===== src/rtl/seg_display_arbiter_if.sv =====
// Producer-side handshake shared by the score (channel 0) and banner (channel 1)
// frame sources and the segment display arbiter.
interface seg_display_arbiter_if #(
    parameter int FRAME_BITS = 64
);
    logic                  req0;
    logic [FRAME_BITS-1:0] data0;
    logic                  ack0;
    logic                  req1;
    logic [FRAME_BITS-1:0] data1;
    logic                  ack1;
    logic                  hold1;
    logic                  busy;
    logic                  active_src;
    logic                  frame_done;

    modport master (
        output req0, data0, req1, data1, hold1,
        input  ack0, ack1, busy, active_src, frame_done
    );

    modport slave (
        input  req0, data0, req1, data1, hold1,
        output ack0, ack1, busy, active_src, frame_done
    );
endinterface


===== src/rtl/seg_display_arbiter.sv =====
// Two-channel frame buffer, fixed-priority arbiter and MSB-first serialiser for
// the 8-digit serial segment display.
module seg_display_arbiter #(
    parameter int CLK_DIV    = 4,
    parameter int FRAME_BITS = 64
) (
    input  logic                 clk,
    input  logic                 rst,
    seg_display_arbiter_if.slave bus,
    output logic                 SEGCLK,
    output logic                 SEGCLR,
    output logic                 SEGDT,
    output logic                 SEGEN
);
    localparam int DW = $clog2(2 * CLK_DIV);
    localparam int BW = $clog2(FRAME_BITS + 1);
    localparam logic [DW-1:0] HALF_LAST = DW'(CLK_DIV - 1);
    localparam logic [DW-1:0] FULL_LAST = DW'(2 * CLK_DIV - 1);
    localparam logic [BW-1:0] BIT_LAST  = BW'(FRAME_BITS - 1);

    typedef enum logic [2:0] {
        ST_INIT = 3'd0,
        ST_IDLE = 3'd1,
        ST_LOAD = 3'd2,
        ST_LO   = 3'd3,
        ST_HI   = 3'd4,
        ST_GAP  = 3'd5
    } state_t;

    state_t                state_r, state_s;
    logic [DW-1:0]         div_r, div_s;
    logic [BW-1:0]         bit_r, bit_s;
    logic [FRAME_BITS-1:0] buf0_r, buf1_r, shreg_r, shreg_s;
    logic                  pend0_r, pend0_s, pend1_r, pend1_s;
    logic                  ack0_r, ack0_s, ack1_r, ack1_s;
    logic                  busy_r, busy_s, src_r, src_s, done_r, done_s;
    logic                  segclk_r, segclk_s, segclr_r, segclr_s;
    logic                  segdt_r, segdt_s, segen_r;

    // Latest-wins frame buffers; a capture in the same cycle still sees the old value.
    always_ff @(posedge clk or negedge rst) begin
        if (!rst) begin
            buf0_r <= '0;
            buf1_r <= '0;
        end else begin
            if (bus.req0) buf0_r <= bus.data0;
            if (bus.req1) buf1_r <= bus.data1;
        end
    end

    // State, counters and all registered outputs.
    always_ff @(posedge clk or negedge rst) begin
        if (!rst) begin
            state_r  <= ST_INIT;
            div_r    <= '0;
            bit_r    <= '0;
            shreg_r  <= '0;
            pend0_r  <= 1'b0;
            pend1_r  <= 1'b0;
            ack0_r   <= 1'b0;
            ack1_r   <= 1'b0;
            busy_r   <= 1'b0;
            src_r    <= 1'b0;
            done_r   <= 1'b0;
            segclk_r <= 1'b0;
            segclr_r <= 1'b0;
            segdt_r  <= 1'b0;
            segen_r  <= 1'b0;
        end else begin
            state_r  <= state_s;
            div_r    <= div_s;
            bit_r    <= bit_s;
            shreg_r  <= shreg_s;
            pend0_r  <= pend0_s;
            pend1_r  <= pend1_s;
            ack0_r   <= ack0_s;
            ack1_r   <= ack1_s;
            busy_r   <= busy_s;
            src_r    <= src_s;
            done_r   <= done_s;
            segclk_r <= segclk_s;
            segclr_r <= segclr_s;
            segdt_r  <= segdt_s;
            segen_r  <= 1'b1;
        end
    end

    // Next-state logic: arbitration in IDLE, capture on the edge into LOAD.
    always_comb begin
        state_s  = state_r;
        div_s    = div_r + DW'(1);
        bit_s    = bit_r;
        shreg_s  = shreg_r;
        pend0_s  = pend0_r | bus.req0;
        pend1_s  = pend1_r | bus.req1;
        ack0_s   = 1'b0;
        ack1_s   = 1'b0;
        busy_s   = busy_r;
        src_s    = src_r;
        done_s   = 1'b0;
        segclr_s = segclr_r;
        case (state_r)
            ST_INIT: begin
                if (div_r == FULL_LAST) begin
                    state_s  = ST_IDLE;
                    div_s    = '0;
                    segclr_s = 1'b1;
                end else begin
                    state_s  = ST_INIT;
                end
            end
            ST_IDLE: begin
                div_s = '0;
                bit_s = '0;
                // A same-cycle request re-arms the pending flag for a follow-up frame.
                if (pend1_r) begin
                    state_s = ST_LOAD;
                    shreg_s = buf1_r;
                    pend1_s = bus.req1;
                    ack1_s  = 1'b1;
                    src_s   = 1'b1;
                    busy_s  = 1'b1;
                end else if (pend0_r && !bus.hold1) begin
                    state_s = ST_LOAD;
                    shreg_s = buf0_r;
                    pend0_s = bus.req0;
                    ack0_s  = 1'b1;
                    src_s   = 1'b0;
                    busy_s  = 1'b1;
                end else begin
                    state_s = ST_IDLE;
                end
            end
            ST_LOAD: begin
                state_s = ST_LO;
                div_s   = '0;
            end
            ST_LO: begin
                if (div_r == HALF_LAST) begin
                    state_s = ST_HI;
                    div_s   = '0;
                end else begin
                    state_s = ST_LO;
                end
            end
            ST_HI: begin
                if (div_r == HALF_LAST) begin
                    div_s   = '0;
                    shreg_s = {shreg_r[FRAME_BITS-2:0], 1'b0};
                    bit_s   = bit_r + BW'(1);
                    if (bit_r == BIT_LAST) begin
                        state_s = ST_GAP;
                        done_s  = 1'b1;
                    end else begin
                        state_s = ST_LO;
                    end
                end else begin
                    state_s = ST_HI;
                end
            end
            ST_GAP: begin
                if (div_r == FULL_LAST) begin
                    state_s = ST_IDLE;
                    div_s   = '0;
                    busy_s  = 1'b0;
                end else begin
                    state_s = ST_GAP;
                end
            end
            default: begin
                state_s = ST_INIT;
                div_s   = '0;
            end
        endcase
        segclk_s = (state_s == ST_HI) ? 1'b1 : 1'b0;
        segdt_s  = ((state_s == ST_LO) || (state_s == ST_HI)) ? shreg_s[FRAME_BITS-1] : 1'b0;
    end

    assign bus.ack0       = ack0_r;
    assign bus.ack1       = ack1_r;
    assign bus.busy       = busy_r;
    assign bus.active_src = src_r;
    assign bus.frame_done = done_r;
    assign SEGCLK         = segclk_r;
    assign SEGCLR         = segclr_r;
    assign SEGDT          = segdt_r;
    assign SEGEN          = segen_r;
endmodule


===== src/flat_wrapper.sv =====
// flat-port wrapper written by rule: the top's interface ports become plain ports
module seg_display_arbiter_flat 
#(
    parameter int CLK_DIV    = 4,
    parameter int FRAME_BITS = 64
)
  (clk, rst, SEGCLK, SEGCLR, SEGDT, SEGEN, bus_req0, bus_data0, bus_req1, bus_data1, bus_hold1, bus_ack0, bus_ack1, bus_busy, bus_active_src, bus_frame_done);
  seg_display_arbiter_if #(.FRAME_BITS(FRAME_BITS)) bus_i ();
  input  logic clk;
  input  logic rst;
  output logic SEGCLK;
  output logic SEGCLR;
  output logic SEGDT;
  output logic SEGEN;
  input wire logic [$bits(bus_i.req0)-1:0] bus_req0;
  input wire logic [$bits(bus_i.data0)-1:0] bus_data0;
  input wire logic [$bits(bus_i.req1)-1:0] bus_req1;
  input wire logic [$bits(bus_i.data1)-1:0] bus_data1;
  input wire logic [$bits(bus_i.hold1)-1:0] bus_hold1;
  output wire logic [$bits(bus_i.ack0)-1:0] bus_ack0;
  output wire logic [$bits(bus_i.ack1)-1:0] bus_ack1;
  output wire logic [$bits(bus_i.busy)-1:0] bus_busy;
  output wire logic [$bits(bus_i.active_src)-1:0] bus_active_src;
  output wire logic [$bits(bus_i.frame_done)-1:0] bus_frame_done;
  assign bus_i.req0 = bus_req0;
  assign bus_i.data0 = bus_data0;
  assign bus_i.req1 = bus_req1;
  assign bus_i.data1 = bus_data1;
  assign bus_i.hold1 = bus_hold1;
  assign bus_ack0 = bus_i.ack0;
  assign bus_ack1 = bus_i.ack1;
  assign bus_busy = bus_i.busy;
  assign bus_active_src = bus_i.active_src;
  assign bus_frame_done = bus_i.frame_done;
  seg_display_arbiter #(.CLK_DIV(CLK_DIV), .FRAME_BITS(FRAME_BITS)) u_core (.clk(clk), .rst(rst), .bus(bus_i), .SEGCLK(SEGCLK), .SEGCLR(SEGCLR), .SEGDT(SEGDT), .SEGEN(SEGEN));
endmodule

===== config.mk =====
export PLATFORM = sky130hd
export DESIGN_NAME = seg_display_arbiter_flat
export DESIGN_NICKNAME = d
export VERILOG_FILES = /design/src/rtl/seg_display_arbiter_if.sv /design/src/rtl/seg_display_arbiter.sv /design/src/flat_wrapper.sv
export SDC_FILE = /design/constraint.sdc
export NUM_CORES = 1
export LEC_CHECK = 0
export CORE_MARGIN = 1
export CORE_UTILIZATION = 30
export DETAILED_ROUTE_END_ITERATION = 7
export MAX_ROUTING_LAYER = met4
export PLACE_DENSITY = 0.54
export SLEW_MARGIN = 20
export SYNTH_ARGS = -nofsm -noshare
export SYNTH_HDL_FRONTEND = slang
export SYNTH_SLANG_ARGS = --single-unit

===== constraint.sdc =====
create_clock -name clk -period 2.27 [get_ports clk]
set_input_delay 0.5675 -clock clk [delete_from_list [all_inputs] [get_ports clk]]
set_output_delay 0.5675 -clock clk [all_outputs]
set_load 0.01 [all_outputs]

==> results.sh <==
export IMPL_critPathCaptureType="flop"
export IMPL_synth_warnings=0
export IMPL_cp_data_arrival_time_ps=2440
export IMPL_dp_hpwl_mm=14.4
export IMPL_layout_min_cycle_time_ps=2050
export IMPL_setup_viol=0
export IMPL_first_pass_iters=7
export IMPL_hold_buffers=1
export IMPL_status="completed"
export IMPL_routed_wl_mm=21.9
export IMPL_finalCritPeriodShare=0.902
export IMPL_core_um2=30000
export IMPL_yosysSeqAreaShare=0.587
export IMPL_antenna_found_initial=2
export IMPL_place_congestion=0.709
export IMPL_finalInstanceArea_um2=12200
export IMPL_cts_sinks=216
export IMPL_drive_above_1_share=0.253
export IMPL_clk_root_buffer_cell="clkbuf_16"
export IMPL_clk_pin_slew_ps=60
export IMPL_initial_core_util=0.307
export IMPL_detail_route_antenna_nets=0
export IMPL_final_nets=970
export IMPL_power_density_nw_per_um2=755
export IMPL_synth_cells=676
export IMPL_wire_per_inst_um=17.7
export IMPL_tns_ps=0
export IMPL_fill_cells=2844
export IMPL_max_freq_mhz=488
export IMPL_grt_util_met3=0.0296
export IMPL_via_per_inst=4.88
export IMPL_crit_path_start_kind="flop"
export IMPL_synthToLayoutAreaGrowth_pct=32.6
export IMPL_leakagePower_uw=0.00493
export IMPL_netlist_area_um2=9210
export IMPL_use_met1=0.198
export IMPL_htree_levels=1
export IMPL_fp_dieW_um=177
export IMPL_cts_tree="done"
export IMPL_grt_usage=0.149
export IMPL_ctsLongestPathBuffers=3
export IMPL_clk_latency_ps=520
export IMPL_grt_max_degree=59
export IMPL_cp_required_ps=2660
export IMPL_grt_overflow=0
export IMPL_finalHoldViolations=0
export IMPL_synth_simple_area_share=0.0319
export IMPL_placed_cell_area_um2=11300
export IMPL_skew_ps=7.79
export IMPL_pre_cts_slack_ps=-51.0
export IMPL_drt_iter0_drc=590
export IMPL_ctsResizeCount=0
export IMPL_synth_adder_area_share=0.00679
export IMPL_die_area_um2=31400
export IMPL_synth_top_family_by_area="multiplexers"
export IMPL_rows=63
export IMPL_drv_cap=0
export IMPL_worstHoldPathType="flop to flop"
export IMPL_synth_avg_cell_area_um2=13.6
export IMPL_synth_seq_cells=216
export IMPL_grt_pass1_wl_mm=35.8
export IMPL_synth_compound_area_frac=0.0913
export IMPL_crit_fanout=25
export IMPL_post_cts_setup_buffers=0
export IMPL_synth_nets=814
export IMPL_pin_count=142
export IMPL_synth_main_ff_cell="dfrtp_1"
export IMPL_synth_edf_count=0
export IMPL_grt_use_met2=0.235
export IMPL_worst_slack_ps=221
export IMPL_cts_buffers=26
export IMPL_synth_xor_area_share=0.00190
export IMPL_vias=6053
export IMPL_maxSlewViolCount=0
export IMPL_crit_type="flop to flop"
export IMPL_grt_pass1_vias=6510
export IMPL_die_y_um=177
export IMPL_synthMuxAreaShare=0.225
export IMPL_busiest_layer="met2"
export IMPL_rsz0062_at_grt="false"
export IMPL_vdd_drop_max_mv=0.472
export IMPL_drc_errors=0
export IMPL_synth_cell_types=46
export IMPL_async_flop_share=1.00
export IMPL_numPortBuffers=141
-- critical path, stage by stage (launching register included) --
cell and delay (ps):
dfrtp_1 380, ha_1 240, ha_1 250, nor4bb_4 200, buf_12 160, buf_12 170, a222oi_1 380, mux2i_1 120
-- power breakdown --
part / internal, uW / switching [uW]
clock: 2760 / 1590
sequential: 4080 / 133
combinational: 427 / 227
total: 7270 / 1950
-- final timing paths --
| check | startpoint | cells after the start | to | slack (ps) |
|---|---|---|---|---|
| worst min-delay path | u_core.div_r[0] | 1 | u_core.div_r[0] | 440 |
| min in group asynchronous | rst | 2 | u_core.shreg_r[13] | 590 |
| worst min register to register | u_core.div_r[0] | 1 | u_core.div_r[0] | 440 |
| worst max register to register | u_core.div_r[0] | 7 | u_core.shreg_r[41] | 220 |
| worst max-delay path | u_core.div_r[0] | 7 | u_core.shreg_r[41] | 220 |
| max in group asynchronous | rst | 3 | u_core.buf1_r[58] | 1060 |
-- registers in the layout, summed over array words and instances, names as in the netlist, 3 cells and up --
| name | count |
|---|---|
| u_core.shreg_r | 64 |
| u_core.bit_r | 7 |
| u_core.buf0_r | 64 |
| u_core.buf1_r | 64 |
| u_core.state_r | 3 |
| u_core.div_r | 3 |
-- synth_stat cells (2+ instances only) --
cell type	n	area, um^2
dfrtp_1	216	5410
mux2_2	128	1440
inv_1	67	251
mux2i_1	63	631
a222oi_1	62	621
clkbuf_1	22	82.6
o21ai_0	14	70.1
buf_2	13	65.1
nand2_1	10	37.5
nor2_1	9	33.8
buf_4	6	45.0
buf_6	6	67.6
ha_1	5	62.6
nand2b_1	5	31.3
nor2b_1	5	31.3
a21oi_1	4	20.0
a21o_1	3	22.5
a22oi_1	3	22.5
a31oi_1	3	18.8
nand3_1	3	15.0
and3_1	2	12.5
nand4_1	2	12.5
nor3_1	2	10.0
-- layer usage --
| metal | vias up | part of all wire |
|---|---|---|
| met2 | 165 | 0.46 |
| met1 | 3047 | 0.47 |
| met4 | 0 | 0.019 |
| met3 | 34 | 0.054 |
| met5 | - | 0 |
| li1 | 2807 | - |
-- area by class of cell --
type / instances / area (um^2) / area share
Antenna cell: 2 / 5.00 / 0.000410
Clock buffer: 34 / 752 / 0.0616
Clock inverter: 11 / 155 / 0.0127
Inverter: 67 / 251 / 0.0206
Multi-Input combinational cell: 346 / 3310 / 0.271
Sequential cell: 216 / 5410 / 0.443
Tap cell: 390 / 488 / 0.0400
Timing Repair Buffer: 175 / 1840 / 0.151
-- layout by cell type, fill, tap and decap left out, drive strengths merged, types with 2 or more instances in the layout --
cell type / instances
nand2: 11
or3b: 2
nor3: 3
a22oi: 3
clkbuf: 34
a31oi: 3
nand4: 2
ha: 5
clkdlybuf4s50: 138
nor2: 9
mux2: 128
buf: 36
clkinv: 7
a222oi: 62
a21o: 3
dfrtp: 216
nor2b: 5
and3: 2
inv: 67
a21oi: 4
diode: 2
nand3: 3
mux2i: 63
bufinv: 4
nand2b: 5
o21ai: 15
-- stage by stage --
stage,hold slack (ps),utilization,total power (uW),cells
5_1_grt,466,0.408,9630,1241
2_1_floorplan,272,-,4510,676
4_1_cts,435,0.408,9420,1239
3_5_place_dp,427,0.377,4960,1193
6_report,443,0.408,9220,1241
3_3_place_gp,423,0.377,4950,1193
-- cell families (layout without fill, tap and decap cells) --
logic type | Yosys count | in the layout
AO/OA/AOI/OAI | 97 | 97
XOR/XNOR | 2 | 2
adder cells (fa/ha/maj) | 5 | 5
buffers and inverters | 114 | 287
flip-flops | 216 | 216
multiplexers | 191 | 191
other | 1 | 3
AND/OR/NAND/NOR | 50 | 50
Note: power is estimated with default switching activity, not from simulation.
